==> config.mk <==
export PLATFORM = sky130hd
export DESIGN_NAME = cm_sort_tag
export DESIGN_NICKNAME = d
export VERILOG_FILES = /design/src/rtl/cm_sort_tag.sv
export SDC_FILE = /design/constraint.sdc
export NUM_CORES = 1
export LEC_CHECK = 0
export ABC_CLOCK_PERIOD_IN_PS = 6900
export BUFFER_PORTS_ARGS = -buffer_cell sky130_fd_sc_hd__buf_2
export CORE_UTILIZATION = 55
export DETAILED_ROUTE_END_ITERATION = 6
export GPL_TIMING_DRIVEN = 1
export PLACE_DENSITY = 0.75
export SKIP_LAST_GASP = 1
export SLEW_MARGIN = 25
export SYNTH_ARGS = -nofsm -noshare
export SYNTH_HDL_FRONTEND = slang
export SYNTH_SLANG_ARGS = --single-unit
==> constraint.sdc <==
create_clock -name i_clk -period 6.9 [get_ports i_clk]
set_input_delay 0.345 -clock i_clk [delete_from_list [all_inputs] [get_ports i_clk]]
set_output_delay 0.345 -clock i_clk [all_outputs]
set_load 0.01 [all_outputs]
==> src/rtl/cm_sort_tag.sv <==
// cm_sort_tag -- pipelined, stable odd-even transposition sorter with index tags.
//
// Sorts DCNT keys of DWIDTH bits per transaction through DCNT compare-exchange
// stages. Each key carries its original position (tag) and the transaction's
// sort direction through the network. REG_CNT register slots are spread
// evenly along the stages; the last slot always drives the outputs.
//
// Ports:
//   i_clk    rising-edge clock
//   i_rst_n  asynchronous active-low reset (release synchronised to i_clk)
//   i_vld    input transaction valid
//   i_rdy    block accepts the input transaction this cycle
//   i_desc   0 = ascending, 1 = descending
//   i_data   DCNT packed keys, element 0 in the least significant slice
//   o_vld    output transaction valid
//   o_rdy    consumer accepts the output
//   o_data   sorted keys
//   o_idx    o_idx[k] = original input position of o_data[k]
//   o_desc   direction the transaction was sorted with
//
// Handshake: a transfer happens on a rising edge where vld and rdy are both 1.
// Once o_vld is raised it stays high and o_data/o_idx/o_desc hold until the
// consumer takes the transaction. i_rdy may depend combinationally on o_rdy.
module cm_sort_tag #(
    parameter int DCNT    = 8,
    parameter int DWIDTH  = 8,
    parameter int REG_CNT = 1,
    parameter int SIGNED  = 0,
    parameter int IWIDTH  = $clog2(DCNT)
) (
    input  logic                     i_clk,
    input  logic                     i_rst_n,
    input  logic                     i_vld,
    output logic                     i_rdy,
    input  logic                     i_desc,
    input  logic [DCNT*DWIDTH-1:0]   i_data,
    output logic                     o_vld,
    input  logic                     o_rdy,
    output logic [DCNT*DWIDTH-1:0]   o_data,
    output logic [DCNT*IWIDTH-1:0]   o_idx,
    output logic                     o_desc
);

    localparam int KW = DCNT * DWIDTH;
    localparam int IW = DCNT * IWIDTH;
    localparam int RN = (REG_CNT > 0) ? REG_CNT : 1;

    // Slot index that sits right after stage s, or -1 if none.
    function automatic int slot_at(input int s);
        int r;
        r = -1;
        for (int j = 0; j < REG_CNT; j++) begin
            if (((j + 1) * DCNT) / REG_CNT - 1 == s) r = j;
        end
        return r;
    endfunction

    function automatic logic key_gt(input logic [DWIDTH-1:0] a,
                                    input logic [DWIDTH-1:0] b);
        if (SIGNED != 0) return $signed(a) > $signed(b);
        return a > b;
    endfunction

    logic          rst_sync_n;
    logic [RN-1:0] slot_vld;
    logic [RN-1:0] slot_load;   // slot captures its upstream this cycle
    logic [RN-1:0] slot_down;   // downstream would take this slot's content

    // ------------------------------------------------------------------
    // Slot control
    // ------------------------------------------------------------------
    if (REG_CNT > 0) begin : g_ctl
        logic [1:0] rst_sync;

        // Assert immediately, release two clocks later.
        always_ff @(posedge i_clk or negedge i_rst_n) begin
            if (!i_rst_n) rst_sync <= 2'b00;
            else          rst_sync <= {rst_sync[0], 1'b1};
        end
        assign rst_sync_n = rst_sync[1];

        // Ready ripples from the output slot back to the input. A slot can
        // take new data if it is empty or its content moves on this cycle,
        // so empty slots fill even while the consumer stalls.
        always_comb begin
            logic acc;
            logic up;
            acc       = o_rdy;
            up        = 1'b0;
            slot_load = '0;
            slot_down = '0;
            for (int j = REG_CNT - 1; j >= 0; j--) begin
                up           = (j == 0) ? i_vld : slot_vld[(j > 0) ? j - 1 : 0];
                slot_down[j] = acc;
                slot_load[j] = up & (~slot_vld[j] | acc);
                acc          = ~slot_vld[j] | acc;
            end
            // Hold off the producer while the reset release is in progress.
            i_rdy = acc & rst_sync_n;
        end

        always_ff @(posedge i_clk or negedge rst_sync_n) begin
            if (!rst_sync_n) begin
                slot_vld <= '0;
            end else begin
                for (int j = 0; j < REG_CNT; j++) begin
                    if (slot_load[j])      slot_vld[j] <= 1'b1;
                    else if (slot_down[j]) slot_vld[j] <= 1'b0;
                end
            end
        end

        assign o_vld = slot_vld[RN-1];
    end else begin : g_comb
        assign rst_sync_n = 1'b1;
        assign slot_vld   = '0;
        assign slot_load  = '0;
        assign slot_down  = '0;
        assign i_rdy      = o_rdy;
        assign o_vld      = i_vld;
    end

    // ------------------------------------------------------------------
    // Tag insertion: element k starts with tag k.
    // ------------------------------------------------------------------
    logic [IW-1:0] tag_idx;

    always_comb begin
        tag_idx = '0;
        for (int k = 0; k < DCNT; k++) tag_idx[k*IWIDTH +: IWIDTH] = IWIDTH'(k);
    end

    // ------------------------------------------------------------------
    // Network stages, each optionally followed by a register slot.
    // ------------------------------------------------------------------
    for (genvar s = 0; s < DCNT; s++) begin : g_stage
        localparam int SLOT = slot_at(s);

        logic [KW-1:0] in_key, cx_key, nx_key;
        logic [IW-1:0] in_idx, cx_idx, nx_idx;
        logic          in_desc, nx_desc;

        if (s == 0) begin : g_head
            assign in_key  = i_data;
            assign in_idx  = tag_idx;
            assign in_desc = i_desc;
        end else begin : g_link
            assign in_key  = g_stage[s-1].nx_key;
            assign in_idx  = g_stage[s-1].nx_idx;
            assign in_desc = g_stage[s-1].nx_desc;
        end

        // Even stages pair (0,1),(2,3)..; odd stages pair (1,2),(3,4)..
        // Strict comparison keeps equal keys in input order.
        always_comb begin
            logic [DWIDTH-1:0] ka, kb;
            logic [IWIDTH-1:0] ta, tb;
            logic              swap;
            cx_key = in_key;
            cx_idx = in_idx;
            ka     = '0;
            kb     = '0;
            ta     = '0;
            tb     = '0;
            swap   = 1'b0;
            for (int lo = s % 2; lo + 1 < DCNT; lo += 2) begin
                ka   = in_key[lo*DWIDTH +: DWIDTH];
                kb   = in_key[(lo+1)*DWIDTH +: DWIDTH];
                ta   = in_idx[lo*IWIDTH +: IWIDTH];
                tb   = in_idx[(lo+1)*IWIDTH +: IWIDTH];
                swap = in_desc ? key_gt(kb, ka) : key_gt(ka, kb);
                if (swap) begin
                    cx_key[lo*DWIDTH +: DWIDTH]     = kb;
                    cx_key[(lo+1)*DWIDTH +: DWIDTH] = ka;
                    cx_idx[lo*IWIDTH +: IWIDTH]     = tb;
                    cx_idx[(lo+1)*IWIDTH +: IWIDTH] = ta;
                end
            end
        end

        if (SLOT >= 0) begin : g_slot
            always_ff @(posedge i_clk or negedge rst_sync_n) begin
                if (!rst_sync_n) begin
                    nx_key  <= '0;
                    nx_idx  <= '0;
                    nx_desc <= 1'b0;
                end else if (slot_load[SLOT]) begin
                    nx_key  <= cx_key;
                    nx_idx  <= cx_idx;
                    nx_desc <= in_desc;
                end
            end
        end else begin : g_pass
            assign nx_key  = cx_key;
            assign nx_idx  = cx_idx;
            assign nx_desc = in_desc;
        end
    end

    assign o_data = g_stage[DCNT-1].nx_key;
    assign o_idx  = g_stage[DCNT-1].nx_idx;
    assign o_desc = g_stage[DCNT-1].nx_desc;

endmodule

==> reports/summary.txt, run 1 <==
status: aborted with a tool error
Stop stage: 5_1_grt
Run Error: [ERROR GRT-0116] Global routing finished with congestion. Check the congestion regions in the DRC Viewer.
first-pass GRT wire length: 199 mm
Routability Congestion: 0.999
DP Area: 0.0265 mm²
Yosys reg bits: 92
H-tree Lvls: 3
Clock Tree Buf Depth: 2
cells after synthesis: 2468
GR Overflow Total: 93
largest net degree at the start of global routing: 108
Port Buf Inserts: 159
CTS buffer count: 9
initial standard-cell utilization of the core: 56.0%
Netlist cell types: 107
Post-DP HPWL: 57.2 mm
Clock Tree Root: clkbuf_16
Synth Flop Type: dfrtp_1
Synth async-reset ratio: 100%
Die Ht: 181 µm
post-synthesis net count: 2727
IO Pins: 160
share of the yosys chip area belonging to registers: 13.0%
die width: 181 µm
Post-synth EDFFs: 0
Site Rows: 65
Ys Warns: 0
GRT Overall Usage: 77.6%
mapped cell area: 0.0177 mm²
mean post-synth cell area: 7.16 µm²
vias in the first global route: 33708
clock sinks: 92
[routing by layer]
| layer | GRT usage, % | overflow |
|---|---|---|
| met5 | 24.7 | 0 |
| met4 | 83.4 | 50 |
| met3 | 58.1 | 2 |
| met2 | 97.4 | 38 |
| met1 | 76.1 | 3 |
[per-stage QoR]
stage / worst slack, ns / cells / setup TNS (ns)
2_1_floorplan: -8.50 / 2468 / -706.34
3_3_place_gp: -8.97 / 3824 / -738.34
3_5_place_dp: -9.72 / 3824 / -799.00
4_1_cts: -8.11 / 4022 / -674.92
[repair_timing]
item                       CTS
hold buffers                 1
hold endpoints to repair     2
gates resized for setup    337
gates cloned                18
setup endpoints to repair   88
pin swaps                  137
buffers inserted           168
[cell usage after synthesis (13+ instances only)]
library cell / instances / area share (%)
a211oi_1: 21 / 0.89
ha_1: 190 / 13
inv_1: 187 / 4.0
buf_1: 20 / 0.43
o21ai_0: 210 / 6.0
mux2i_1: 182 / 10
a22oi_1: 13 / 0.55
nand3_1: 50 / 1.4
nor2b_1: 18 / 0.64
a31oi_1: 20 / 0.71
nand2_1: 273 / 5.8
and3_1: 21 / 0.74
clkbuf_1: 94 / 2.0
o211ai_1: 18 / 0.77
nand2b_1: 24 / 0.85
dfrtp_1: 92 / 13
and2_1: 17 / 0.60
a221oi_1: 18 / 0.89
xnor2_1: 20 / 0.99
nor2_1: 242 / 5.1
nor3_1: 22 / 0.62
o31ai_1: 14 / 0.60
a21oi_1: 250 / 7.1
o22ai_1: 13 / 0.46
a21o_1: 45 / 1.9
mux2_2: 53 / 3.4
o21a_1: 25 / 1.1
o21ai_1: 30 / 0.85
nand4_1: 30 / 1.1
[cells by family after synthesis]
kind of cell	synth area share, %
XOR/XNOR	1.09
AO/OA/AOI/OAI	31.0
buffers and inverters	6.90
AND/OR/NAND/NOR	19.2
adder cells (fa/ha/maj)	13.8
multiplexers	15.0
flip-flops	13.0
other	0.0212
==> run 2: changes to the inputs <==
Settings changed: CORE_UTILIZATION 55 to 40, PLACE_DENSITY 0.75 to unset, PLACE_DENSITY_LB_ADDON set to 0.15.
==> run 2 against run 1 <==
  * The flow now finishes, with violations (setup timing)
  * Synthesized cell count unchanged
  * Area after synthesis unchanged
==> reports/summary.txt, run 2 <==
Core ar.: 0.0433 mm²
first-pass GRT wire length: 119 mm
Synth Flop Type: dfrtp_1
min Tclk post-route: 16.03 ns
mean post-synth cell area: 7.16 µm² (unchanged)
max reg flops: 64
vias in the first global route: 23227
clk_skew: 0.00617 ns
Yosys reg bits: 92 (unchanged)
area grow syn2layout: 75.5%
# fillers: 3242
DR top layer: met4
Max Transition Viols Final: 0
first drt pass iteration count: 6
Post-route DRC: 0
largest net degree at the start of global routing: 107
Clock Tree Root: clkbuf_16
CP endpoint kind: flip-flop
Non-Filler Instances: 4235
Clock Tree Buf Depth: 2 (unchanged)
largest family of logic cells by synthesized area: compound AO/OA/AOI/OAI gates
crit-path max FO: 8
Netlist cell types: 107 (unchanged)
synth cell count leaders: nand2_1 (273), a21oi_1 (250), nor2_1 (242)
Simple-Gate Fraction of Synth Area: 19.2% (unchanged)
top-count cell post-synth: nand2_1
Slew HR: 39.2%
Post-Synth XOR/XNOR Area: 1.09% (unchanged)
die area: 0.0450 mm²
CTS buffer count: 9 (unchanged)
Synth async-reset ratio: 100% (unchanged)
fin nets: 3904
WP buf/inv: 19
placed cells: 4027 (+5.3%)
violated checks: setup timing
adder and majority gate portion of the synthesized area: 13.8% (unchanged)
CP dominant cell by count: a21o_1
wire length on met2: 38.7 mm
DR WL/cell: 18.7 µm
worst hold path type: in2reg
CP startpoint: i_data[28]
main area contributors after synthesis: ha_1 (13%), dfrtp_1 (13%), mux2i_1 (10%), a21oi_1 (7.1%), o21ai_0 (6.0%)
met3 wire len: 3.95 mm
IO Pins: 160 (unchanged)
Synth top area share: 13.5% (unchanged)
Ys Warns: 0 (unchanged)
setup ws final: -9.13 ns
worst stage delay on the critical path: 0.43 ns
Post-DP HPWL: 57.5 mm (+0.58%)
clk_lat worst skew: 0.36 ns
initial antenna violation count: 0
Final ANT Viol Nets: 0
Critical Path AT: 16.27 ns
n_diodes: 0
Fin. Hold Viols: 0
vias per cell: 5.61
complex-gate fraction of the synthesized area: 31.0% (unchanged)
unrepaired setup endpoints after global routing: true
H-tree Lvls: 3 (unchanged)
share of the yosys chip area belonging to registers: 13.0% (unchanged)
most common cell after layout, fill and taps aside: buf_4
Worst Tran Pin Value: 0.912 ns
cells after synthesis: 2468 (unchanged)
critical path's slowest cell: o311ai_4
Routability Congestion: 0.965 (-3.4%)
Final Cycle Share: 232%
Setup crit start kind: input port
Port Buf Inserts: 159 (unchanged)
final setup vio count: 88
Post-synth EDFFs: 0 (unchanged)
Die Ht: 212 µm (+17%)
die width: 212 µm (+17%)
routed wire length: 79.2 mm
Worst-path clk slew: 0.07 ns
GR Overflow Total: 0
post-synthesis net count: 2727 (unchanged)
mux cell area share after synthesis: 15.0% (unchanged)
TritonCTS clock tree: yes
Max Cap Violations: 0
CP Class: in2reg
commonest non-fill, non-tap cells in the layout: buf_4 (1059), nand2_1 (258), nor2_1 (218)
initial standard-cell utilization of the core: 40.8% (-15 points)
worst r2r src: o_vld$_DFFE_PN0P_
WL met1: 33.9 mm
clock sinks: 92 (unchanged)
GRT Overall Usage: 32.8%
vias: 23741
max frequency: 0.0624 GHz
layout cells sized above 1: 49.3%
area leader, netlist: ha_1
Site Rows: 76 (+17%)
hold path startpoint: i_vld
Data required, critical path: 7.14 ns
Detailed Route Iter0 Violations: 1665
status: finished with violations
mapped cell area: 0.0177 mm² (unchanged)
Top delay family on crit path: compound AO/OA/AOI/OAI gates
==> run 2: cell counts after synthesis <==
Identical to the previous run, type by type.
==> run 2: logic make-up (layout without fill, tap and decap cells) <==
family | Yosys count | after routing
adder cells (fa/ha/maj) | 196 | 196
multiplexers | 251 | 252
flip-flops | 92 | 92
AO/OA/AOI/OAI | 836 | 837
AND/OR/NAND/NOR | 754 | 755
XOR/XNOR | 22 | 22
buffers and inverters | 316 | 1495
other | 1 | 1
==> run 2: path summary, 6_finish.rpt <==
check / to / slack [ns] / cells after the start
worst max-delay path: o_data[38]$_DFFE_PN0P_ / -9.13 / 98
worst min-delay path: o_vld$_DFFE_PN0P_ / 0.23 / 2
worst max register to register: o_data[18]$_DFFE_PN0P_ / 4.91 / 6
worst min register to register: o_idx[3]$_DFFE_PN0P_ / 0.26 / 0
max in group asynchronous: o_data[47]$_DFFE_PN0P_ / 5.48 / 1
min in group asynchronous: o_idx[3]$_DFFE_PN0P_ / 0.26 / 0
==> run 2: layout make-up <==
| cell class | count | area (µm²) | share of cell area [%] |
|---|---|---|---|
| Timing Repair inverter | 1 | 7.51 | 0.0242 |
| Multi-Input combinational cell | 2063 | 17000 | 54.8 |
| Clock buffer | 10 | 239 | 0.771 |
| Inverter | 188 | 732 | 2.36 |
| Sequential cell | 92 | 2310 | 7.44 |
| Clock inverter | 6 | 37.5 | 0.121 |
| Timing Repair Buffer | 1290 | 9950 | 32.1 |
| Tap cell | 585 | 732 | 2.36 |
==> run 2: timing repair <==
action,in CTS,in global routing
setup buffers,127,44
gates resized for setup,277,161
hold buffers,1,0
hold endpoints to repair,2,0
gates cloned,18,3
endpoints found under the setup margin,88,88
pin swaps,115,75
==> run 2: through the flow <==
step | TNS [ns] | setup slack (ns) | util, % | instance area [µm²] | hold slack (ns)
floorplan | -706.34 | -8.50 | - | 19100 | 0.0494
finish | -759.64 | -9.13 | 71.7 | 31000 | 0.232
global route | -801.81 | -9.62 | 71.7 | 31000 | 0.234
detailed placement | -764.83 | -9.25 | 62.2 | 26900 | 0.131
global placement | -727.28 | -8.81 | 62.2 | 26900 | 0.130
CTS | -670.62 | -8.07 | 69.0 | 29900 | 0.228
==> run 2: metal layers <==
metal	global-route usage [%]	vias up
li1	-	11423
met1	41.9	11376
met2	59.0	744
met3	3.23	198
met4	7.27	0
met5	0	-
Power of run 2 is not shown: default switching activity piles up to over one toggle a cycle in this logic, so the estimate is an artifact.
==> run 3: changes to the inputs <==
Settings changed: ABC_AREA set to 1, ABC_CLOCK_PERIOD_IN_PS 6900 to 15700.
Clock period 6.9 ns to 15.7 ns, I/O delays scaled along.
==> run 3 against run 2 <==
  * Design area down 44%
  * Setup slack better by 11 ns
  * Via count down 25%
  * Clock-buffer cell count did not move
  * Critical path depth is 24 lower
  * Synthesized cell count up 11%
  * The flow now finishes without violations
==> reports/summary.txt, run 3 <==
IO Pins: 160 (unchanged)
worst hold path type: in2async
post-synthesis net count: 2990 (+9.6%)
initial antenna violation count: 0 (unchanged)
Worst-path clk slew: 0.06 ns (about the same)
first-pass GRT wire length: 82.8 mm (-30%)
main area contributors after synthesis: nand2_1 (24%), ha_1 (15%), dfrtp_1 (15%), o21ai_0 (12%), nand3_1 (9.2%)
GR Overflow Total: 0 (unchanged)
final setup vio count: 0 (-100%)
most common cell after layout, fill and taps aside: nand2_1
final setup TNS: 0 ns (+759.64 ns)
top-count cell post-synth: nand2_1
Register Area: 0.00231 mm² (unchanged)
area leader, netlist: nand2_1
Netlist cell types: 37 (-65%)
Core ar.: 0.0387 mm² (-10%)
WP buf/inv: 11 (-8)
die width: 201 µm (-5.4%)
Synth Flop Type: dfrtp_1
Synth async-reset ratio: 100% (unchanged)
vias per cell: 5.32 (-5.0%)
Routability Congestion: 0.918 (-4.9%)
n_diodes: 0 (unchanged)
fin nets: 3076 (-21%)
Ys Warns: 0 (unchanged)
cells after synthesis: 2731 (+11%)
Clock Tree Buf Depth: 2 (unchanged)
CP Class: in2reg
setup ws final: 1.41 ns (+10.54 ns)
H-tree Lvls: 3 (unchanged)
Data required, critical path: 15.95 ns (+8.81 ns)
routed wire length: 51.3 mm (-35%)
Fin. Hold Viols: 0 (unchanged)
initial standard-cell utilization of the core: 40.7% (-0.094 points)
clock sinks: 92 (unchanged)
crit-path max FO: 36 (+28)
share of the yosys chip area belonging to registers: 14.6% (+1.6 points)
max reg flops: 64 (unchanged)
worst stage delay on the critical path: 0.51 ns (+0.08 ns)
min Tclk post-route: 14.29 ns
Port Buf Inserts: 159 (unchanged)
vias: 17785 (-25%)
vias in the first global route: 16213 (-30%)
Clock Tree Root: clkbuf_16
commonest non-fill, non-tap cells in the layout: nand2_1 (993), o21ai_0 (319), nand3_1 (289)
Synth top area share: 23.7% (+10 points)
Max Transition Viols Final: 0 (unchanged)
Post-synth EDFFs: 0 (unchanged)
synth cell count leaders: nand2_1 (996), o21ai_0 (363), nand3_1 (289)
clk_lat worst skew: 0.36 ns (about the same)
Top delay family on crit path: compound AO/OA/AOI/OAI gates
CP dominant cell by count: nand2_1
Site Rows: 72 (-5.3%)
Non-Filler Instances: 3340 (-21%)
Final ANT Viol Nets: 0 (unchanged)
critical path's slowest cell: inv_2
layout cells sized above 1: 12.2% (-37 points)
max frequency: 0.0700 GHz
largest net degree at the start of global routing: 80 (-25%)
GRT Overall Usage: 25.0% (-7.8 points)
Die Ht: 201 µm (-5.4%)
Critical Path Stages: 74 (-24%)
die area: 0.0402 mm² (-11%)
mapped cell area: 0.0158 mm² (-11%)
clk_skew: 0.00725 ns (+0.00107 ns)
mean post-synth cell area: 5.78 µm² (-19%)
Detailed Route Iter0 Violations: 1138 (-32%)
area of the multi-input gates: 0.0120 mm² (-29%)
Post-DP HPWL: 41.6 mm (-28%)
R2R depth: 8 (+2)
area grow syn2layout: 9.44%
first drt pass iteration count: 5 (-1)
Setup crit start kind: input port
Slew HR: 46.8% (+7.6 points)
Critical Path AT: 14.54 ns (-1.73 ns)
Worst Tran Pin Value: 0.798 ns (-0.114 ns)
pre-CTS WS: 0.0537 ns (+9.31 ns)
# fillers: 4328 (+33%)
placed cells: 3323 (-17%)
Yosys reg bits: 92 (unchanged)
Max Cap Violations: 0 (unchanged)
DR WL/cell: 15.4 µm (-18%)
TritonCTS clock tree: yes
CTS buffer count: 9 (unchanged)
Final Cycle Share: 91.0%
status: finished, final reports clean
CP endpoint kind: flip-flop
Post-route DRC: 0 (unchanged)
[run 3: repair_timing]
item,CTS,global route
hold buffers,0,0
buffers inserted,0,0
resized for setup,0,55
endpoints found under the setup margin,0,76
[run 3: kinds of logic (layout without fill, tap and decap cells)]
group                      Yosys count  count (layout)  share of synthesized area [%]
AOI/OAI and AO/OA                  535             535                           18.0
adders and majority gates          190             190                           15.1
buffers and inverters              362             453                           9.52
DFF                                 92              92                           14.6
other                                1               1                         0.0238
and+or+nand+nor                   1551            1551                           42.8
[run 3: final cells by class]
class                      count  area share [%]
tap                          518            3.75
multi-input combinational   2277            69.6
inverter                     243            5.33
sequential                    92            13.4
timing repair inverter         1          0.0435
clock inverter                 6           0.551
clock buffer                  10            1.33
timing repair buffer         193            6.09
[run 3: final timing paths]
kind                                        startpoint                           to  slack, ns
setup / recovery                                i_desc       o_data[40]$_DFFE_PN0P_       1.41
hold / removal                                 i_rst_n  g_ctl.rst_sync[1]$_DFF_PN0_       0.20
min in group i_clk         g_ctl.rst_sync[0]$_DFF_PN0_  g_ctl.rst_sync[1]$_DFF_PN0_       0.36
setup reg to reg                     o_vld$_DFFE_PN0P_       o_data[48]$_DFFE_PN0P_      13.70
hold reg to reg            g_ctl.rst_sync[1]$_DFF_PN0_       o_data[54]$_DFFE_PN0P_       0.30
max in group asynchronous  g_ctl.rst_sync[1]$_DFF_PN0_           o_desc$_DFFE_PN0P_      14.32
[run 3: worst reg2reg max path: stages, from the launching register on]
cell and delay (ns):
dfrtp_1 0.39, nand2_1 0.13, nand2_4 0.25, inv_2 0.10
buf_4 0.64, o21ai_0 0.22, inv_1 0.09, nand2_1 0.07
nand2_1 0.06
[run 3: routing by layer]
metal,wire [µm],vias up,track usage (%)
met5,0,-,0
met4,959,0,6.16
met3,2230,62,1.87
met2,23200,449,41.0
met1,24900,8080,35.4
li1,-,9194,-
[run 3: per-stage QoR]
step	util, %	hold WS, ns	cell area (µm²)
6_report	44.6	0.200	17300
5_1_grt	44.6	0.189	17300
4_1_cts	44.5	0.190	17200
3_5_place_dp	43.6	0.314	16900
3_3_place_gp	43.6	0.310	16900
2_1_floorplan	-	0.331	15800
Power of run 3 is left out for the same reason.
